`src/rtl/wm_pkg.sv`:
```
// wm_pkg: shared state encoding, fault codes and timer width for the washing-machine controller
package wm_pkg;
  localparam int TIMER_W_DEF = 16;
  typedef enum logic [3:0] {
    ST_START = 4'd0,
    ST_READY = 4'd1,
    ST_FILL  = 4'd2,
    ST_HEAT  = 4'd3,
    ST_WASH  = 4'd4,
    ST_RINSE = 4'd5,
    ST_SPIN  = 4'd6,
    ST_PAUSE = 4'd7,
    ST_FAULT = 4'd8
  } state_t;
  localparam logic [2:0] FC_NONE  = 3'd0;
  localparam logic [2:0] FC_FILL  = 3'd1;
  localparam logic [2:0] FC_HEAT  = 3'd2;
  localparam logic [2:0] FC_IMBAL = 3'd3;
  localparam logic [2:0] FC_MOTOR = 3'd4;
  function automatic logic is_timed(input state_t s);
    return s inside {ST_FILL, ST_HEAT, ST_WASH, ST_RINSE, ST_SPIN, ST_FAULT};
  endfunction
endpackage

```
`src/rtl/wm_phase_timer.sv`:
```
// wm_phase_timer: loadable down-counter that saturates at zero and flags expiry
module wm_phase_timer #(
  parameter int TIMER_W = 16
) (
  input  logic               clock,
  input  logic               reset,
  input  logic               load,
  input  logic [TIMER_W-1:0] load_val,
  input  logic               enable,
  output logic               expired
);
  logic [TIMER_W-1:0] count;
  // load has priority; counting stops at zero so expiry stays asserted
  always_ff @(posedge clock or posedge reset) begin
    if (reset) count <= '0;
    else if (load) count <= load_val;
    else if (enable && count != '0) count <= count - 1'b1;
  end
  assign expired = count == '0;
endmodule

```
`src/rtl/wm_cycle_controller.sv`:
```
// wm_cycle_controller: coin-to-spin washing cycle FSM with pause, latched faults and pulses
module wm_cycle_controller
  import wm_pkg::*;
#(
  parameter int TIMER_W      = TIMER_W_DEF,
  parameter int FILL_TIMEOUT = 1000,
  parameter int HEAT_TIMEOUT = 2000,
  parameter int WASH_CYCLES  = 500,
  parameter int RINSE_CYCLES = 300,
  parameter int NUM_RINSES   = 2,
  parameter int SPIN_CYCLES  = 200,
  parameter int FAULT_HOLD   = 8
) (
  input  logic       clock,
  input  logic       reset,
  input  logic       sig_Coin,
  input  logic       sig_Cancel,
  input  logic       sig_Lid_Closed,
  input  logic       sig_Full,
  input  logic       sig_Temperature,
  input  logic       sig_Out_Of_Balance,
  input  logic       sig_Motor_Failure,
  input  logic       sig_Fault_Ack,
  output logic       start,
  output logic       ready,
  output logic       fill_Water_Operation,
  output logic       heat_Water_Operation,
  output logic       wash_Operation,
  output logic       rinse_Operation,
  output logic       spin_Operation,
  output logic       fault,
  output logic       paused,
  output logic       water_Intake,
  output logic       coin_Return,
  output logic       cycle_Done,
  output logic       fault_Cleared,
  output logic [2:0] fault_Code,
  output logic [3:0] rinse_Count,
  output logic [3:0] state
);
  localparam logic [TIMER_W-1:0] FILL_LD  = TIMER_W'(FILL_TIMEOUT - 1);
  localparam logic [TIMER_W-1:0] HEAT_LD  = TIMER_W'(HEAT_TIMEOUT - 1);
  localparam logic [TIMER_W-1:0] WASH_LD  = TIMER_W'(WASH_CYCLES - 1);
  localparam logic [TIMER_W-1:0] RINSE_LD = TIMER_W'(RINSE_CYCLES - 1);
  localparam logic [TIMER_W-1:0] SPIN_LD  = TIMER_W'(SPIN_CYCLES - 1);
  localparam logic [TIMER_W-1:0] HOLD_LD  = TIMER_W'(FAULT_HOLD - 1);
  state_t st, nxt, saved, nxt_saved;
  logic [2:0] nxt_code, fc;
  logic [3:0] nxt_rinse;
  logic [TIMER_W-1:0] ld_val;
  logic ld, fin, expired, last_rinse, ret_d, done_d, clr_d;
  wm_phase_timer #(.TIMER_W(TIMER_W)) u_timer (
    .clock    (clock),
    .reset    (reset),
    .load     (ld),
    .load_val (ld_val),
    .enable   (is_timed(st)),
    .expired  (expired)
  );
  assign last_rinse = (rinse_Count + 4'd1) == 4'(NUM_RINSES);
  // per-phase fault source and completion condition for the active phases
  always_comb begin
    fc = FC_NONE;
    fin = 1'b0;
    case (st)
      ST_FILL: begin
        fc = expired ? FC_FILL : FC_NONE;
        fin = sig_Full;
      end
      ST_HEAT: begin
        fc = expired ? FC_HEAT : FC_NONE;
        fin = sig_Temperature;
      end
      ST_WASH: begin
        fc = sig_Out_Of_Balance ? FC_IMBAL : FC_NONE;
        fin = expired;
      end
      ST_RINSE: begin
        fc = sig_Motor_Failure ? FC_MOTOR : FC_NONE;
        fin = expired;
      end
      ST_SPIN: begin
        fc = sig_Motor_Failure ? FC_MOTOR : sig_Out_Of_Balance ? FC_IMBAL : FC_NONE;
        fin = expired;
      end
      default: ;
    endcase
  end
  // next state, timer loads and pulse requests; fault beats lid-open beats completion
  always_comb begin
    nxt = st;
    nxt_saved = saved;
    nxt_code = fault_Code;
    nxt_rinse = rinse_Count;
    ld = 1'b0;
    ld_val = '0;
    ret_d = 1'b0;
    done_d = 1'b0;
    clr_d = 1'b0;
    case (st)
      ST_START: nxt = sig_Coin ? ST_READY : ST_START;
      ST_READY:
        if (sig_Cancel) begin
          nxt = ST_START;
          ret_d = 1'b1;
        end else if (sig_Lid_Closed) begin
          nxt = ST_FILL;
          nxt_rinse = '0;
          ld = 1'b1;
          ld_val = FILL_LD;
        end
      ST_FILL, ST_HEAT, ST_WASH, ST_RINSE, ST_SPIN:
        if (fc != FC_NONE) begin
          nxt = ST_FAULT;
          nxt_code = fc;
          ld = 1'b1;
          ld_val = HOLD_LD;
        end else if (!sig_Lid_Closed) begin
          nxt = ST_PAUSE;
          nxt_saved = st;
        end else if (fin) begin
          ld = st != ST_SPIN;
          case (st)
            ST_FILL: begin
              nxt = ST_HEAT;
              ld_val = HEAT_LD;
            end
            ST_HEAT: begin
              nxt = ST_WASH;
              ld_val = WASH_LD;
            end
            ST_WASH: begin
              nxt = ST_RINSE;
              ld_val = RINSE_LD;
            end
            ST_RINSE: begin
              nxt_rinse = rinse_Count + 4'd1;
              nxt = last_rinse ? ST_SPIN : ST_RINSE;
              ld_val = last_rinse ? SPIN_LD : RINSE_LD;
            end
            default: begin
              nxt = ST_READY;
              done_d = 1'b1;
            end
          endcase
        end
      ST_PAUSE:
        if (sig_Cancel) begin
          nxt = ST_START;
          nxt_rinse = '0;
        end else if (sig_Lid_Closed) nxt = saved;
      ST_FAULT:
        if (expired && sig_Fault_Ack) begin
          nxt = ST_READY;
          nxt_code = FC_NONE;
          clr_d = 1'b1;
        end
      default: nxt = ST_START;
    endcase
  end
  // state, saved phase, latched code, rinse counter and registered pulses
  always_ff @(posedge clock or posedge reset) begin
    if (reset) begin
      st <= ST_START;
      saved <= ST_START;
      fault_Code <= FC_NONE;
      rinse_Count <= '0;
      coin_Return <= 1'b0;
      cycle_Done <= 1'b0;
      fault_Cleared <= 1'b0;
    end else begin
      st <= nxt;
      saved <= nxt_saved;
      fault_Code <= nxt_code;
      rinse_Count <= nxt_rinse;
      coin_Return <= ret_d;
      cycle_Done <= done_d;
      fault_Cleared <= clr_d;
    end
  end
  assign state = st;
  assign start = st == ST_START;
  assign ready = st == ST_READY;
  assign fill_Water_Operation = st == ST_FILL;
  assign heat_Water_Operation = st == ST_HEAT;
  assign wash_Operation = st == ST_WASH;
  assign rinse_Operation = st == ST_RINSE;
  assign spin_Operation = st == ST_SPIN;
  assign fault = st == ST_FAULT;
  assign paused = st == ST_PAUSE;
  assign water_Intake = st == ST_FILL || st == ST_RINSE;
endmodule

```
`config.mk`:
```
export PLATFORM = sky130hd
export DESIGN_NAME = wm_cycle_controller
export DESIGN_NICKNAME = d
export VERILOG_FILES = /design/src/rtl/wm_pkg.sv /design/src/rtl/wm_phase_timer.sv /design/src/rtl/wm_cycle_controller.sv
export SDC_FILE = /design/constraint.sdc
export NUM_CORES = 1
export LEC_CHECK = 0
export BUFFER_PORTS_ARGS = -buffer_cell sky130_fd_sc_hd__buf_4
export CAP_MARGIN = 20
export CORE_MARGIN = 4
export CORE_UTILIZATION = 58
export DETAILED_ROUTE_END_ITERATION = 6
export PLACE_DENSITY_LB_ADDON = 0.2
export SYNTH_ARGS = -nofsm -noshare
export SYNTH_HDL_FRONTEND = slang
export SYNTH_SLANG_ARGS = --single-unit
```
`constraint.sdc`:
```
create_clock -name clock -period 2.9 [get_ports clock]
set_clock_uncertainty 0.15 [all_clocks]
set_input_delay 0.29 -clock clock [delete_from_list [all_inputs] [get_ports clock]]
set_output_delay 0.29 -clock clock [all_outputs]
set_load 0.02 [all_outputs]
```
==> summary.txt <==
Flow run
  • Max-cap violations: 0

Clock network
  • Setup Fix Bufs, Post-CTS: 0
  • CTS root buffer: clkbuf_8
  • CTS buffer count: 5
  • Clock sinks: 34
  • CTS tree: done
  • Skew-Pair Late Insertion Delay: 300 ps
  • Clock Path Buffers: 2
  • Clk pin slew, worst setup/hold paths: 80 ps
  • Post-CTS Hold Fix Bufs: 1
  • # H-tree levels: 2
  • Resize count post-CTS: 0

Floorplanning
  • Vert. Die Dim: 72.7 microns
  • Core Area: 4030 sq um
  • Starting Density: 0.603
  • IO Count: 34
  • Die Span X: 72.7 microns
  • Die Area: 5290 sq um
  • Placement Rows: 23

Layout
  • Finished Cell Area: 2840 sq um
  • Layout area overhead: 16.8%
  • # fillers: 325
  • Share of layout cells above drive strength 1: 0.246
  • Ant. Diodes: 0
  • Finished Layout Cells: 347
  • Final nets: 310
  • Area of the multi-input gates: 1450 sq um
  • FF+latch area: 851 sq um

Synth
  • Yosys Warn Count: 0
  • Prevailing post-synth register cell: dfrtp_1
  • Syn Nets: 278
  • Post-synthesis sequential area ratio: 0.350
  • Synth top cells by count: 34 x dfrtp_1, 27 x nor2_1, 23 x nand2_1
  • Unique cell type count in the Yosys netlist: 68
  • Mapped Cells: 264
  • Largest cells by area after synthesis: dfrtp_1 35%, nor2_1 4.2%, xnor2_1 4.0%
  • Largest area contributor in the netlist: dfrtp_1
  • Number of flops mapped to enable cells by yosys: 0
  • Async SR Flop Fraction: 1.00
  • Yosys top cell area share: 0.350
  • Mapped Avg Cell Area: 9.20 sq um
  • #FFs+latches synth: 34
  • Post-Synthesis Cell Area: 2430 sq um
  • Most frequent cell after synthesis: dfrtp_1

Drt
  • DR WL/cell: 17.2 microns
  • Detailed router's first-iteration violation count: 221
  • Via/cell ratio: 6.22
  • DRT Wirelength: 5960 microns
  • DRT Pass-1 Iters: 5
  • Final antenna-violating net count: 0
  • Residual DRC: 0
  • Vias: 2159

Global route
  • Initial antenna violation count: 0
  • GRT Total Usage: 0.240
  • Vias in the first global route: 2059
  • First-pass GRT wire length: 9980 microns
  • Largest net degree at the start of global routing: 19
  • Total gr overflow: 0

STA
  • Setup Viol. Count Final: 0
  • Setup WS post-layout: 340 ps
  • Worst-Margin Slew: 658 ps
  • Max-slew headroom: 0.561
  • Pins Over Slew Limit: 0
  • RSZ-0062 raised after global routing: false
  • Setup TNS: 0 ps
  • Fmax: 0.391 GHz
  • Final Cycle Share: 0.883
  • Min Tclk post-route: 2560 ps
  • Final hold violations: 0

Setup path
  • Critical path launch point type: flop
  • Worst Setup End Kind: flop
  • CP Class: flop to flop
  • Crit-path max FO: 8
  • Required time worst endpoint: 2930 ps
  • Crit path arrival time: 2590 ps

Placed design
  • HPWL after DPL: 4420 microns
  • Area after DPL: 2690 sq um
  • Dpl ws: 435 ps
  • Port Buffer Count: 33
  • Cells after DPL: 338
  • RePlAce Congestion: 0.879

Pwr
  • Peak VDD IR: 0.000492 V
  • Power Density: 1010 nW/um^2
  • LEAKAGE: 1.25 nW
  • Design Power: 2.87 mW

Hold path
  • Hold Path Class: input pin to flop

Outcome
  • Status: finished, final reports clean
==> worst max-delay path, cell delays in order (launching register included) <==
cell	delay (ps)
dfrtp_1	450
nor4_1	470
nand4_2	330
o21ai_1	320
o31ai_1	190
a31oi_4	230
mux2_4	310
==> through the flow <==
step,util,hold WS (ps)
after floorplan,-,273
after global placement,0.668,272
after detailed placement,0.668,274
after CTS,0.705,75.7
after global routing,0.705,77.5
final,0.705,77.5
==> power breakdown <==
group	internal, mW	switching [mW]	leakage, nW
logic	0.642	0.886	0.740
clock network	0.345	0.189	0.0683
registers	0.611	0.203	0.444
==> flip-flops by register name (all words and copies together), names as in the netlist <==
| signal | cells |
|---|---|
| u_timer.count | 16 |
| rinse_Count | 4 |
| saved | 4 |
| state | 4 |
| fault_Code | 3 |
| coin_Return | 1 |
| cycle_Done | 1 |
| fault_Cleared | 1 |
==> final timing paths <==
path	depth (start not counted)	endpoint	startpoint	slack (ps)
max	6	state[0]	u_timer.count[7]	340
min	2	fault_Code[2]	sig_Motor_Failure	80
max reg2reg	6	state[0]	u_timer.count[7]	340
min reg2reg	1	saved[0]	saved[0]	360
max in group asynchronous	4	u_timer.count[3]	reset	1420
min in group asynchronous	3	fault_Code[1]	reset	490
==> cell families after synthesis <==
| kind of cell | synth area share |
|---|---|
| fa+ha+maj | 0.0206 |
| buf+inv | 0.0525 |
| simple gates | 0.283 |
| flops | 0.350 |
| mux | 0.0412 |
| compound gates | 0.206 |
| xor+xnor | 0.0469 |
==> layout make-up <==
class	instances	share of cell area
inverters	11	0.0145
clock buffers	5	0.0242
flip-flops and latches	34	0.300
multi-input cells	205	0.511
clock inverters	3	0.0242
repair buffers	39	0.104
well taps	50	0.0220
==> layer usage <==
layer  share of wire  global-route usage
met1            0.46               0.346
met2            0.45               0.368
met3           0.072              0.0441
met4           0.014              0.0717
met5               0                   0
==> placed cells by master (no fill, tap or decap), types with 3 or more instances in the layout <==
cell type and instances:
buf_4 38, dfrtp_1 34, nor2_1 27, nand2_1 23
a21oi_1 12, xnor2_1 11, inv_1 11, o21ai_0 11
nor3_1 10, nand3_1 9, nand2b_1 5, nor2b_1 5
clkbuf_8 5, and3_1 4, nor4_1 4, nor3b_1 4
mux2_2 4, mux2i_1 4, ha_1 4, nor3b_2 3
nand4_1 3, o211ai_1 3, o31ai_1 3, and2_1 3
o2bb2ai_1 3
No activity file was read; power rests on OpenSTA's default activity.
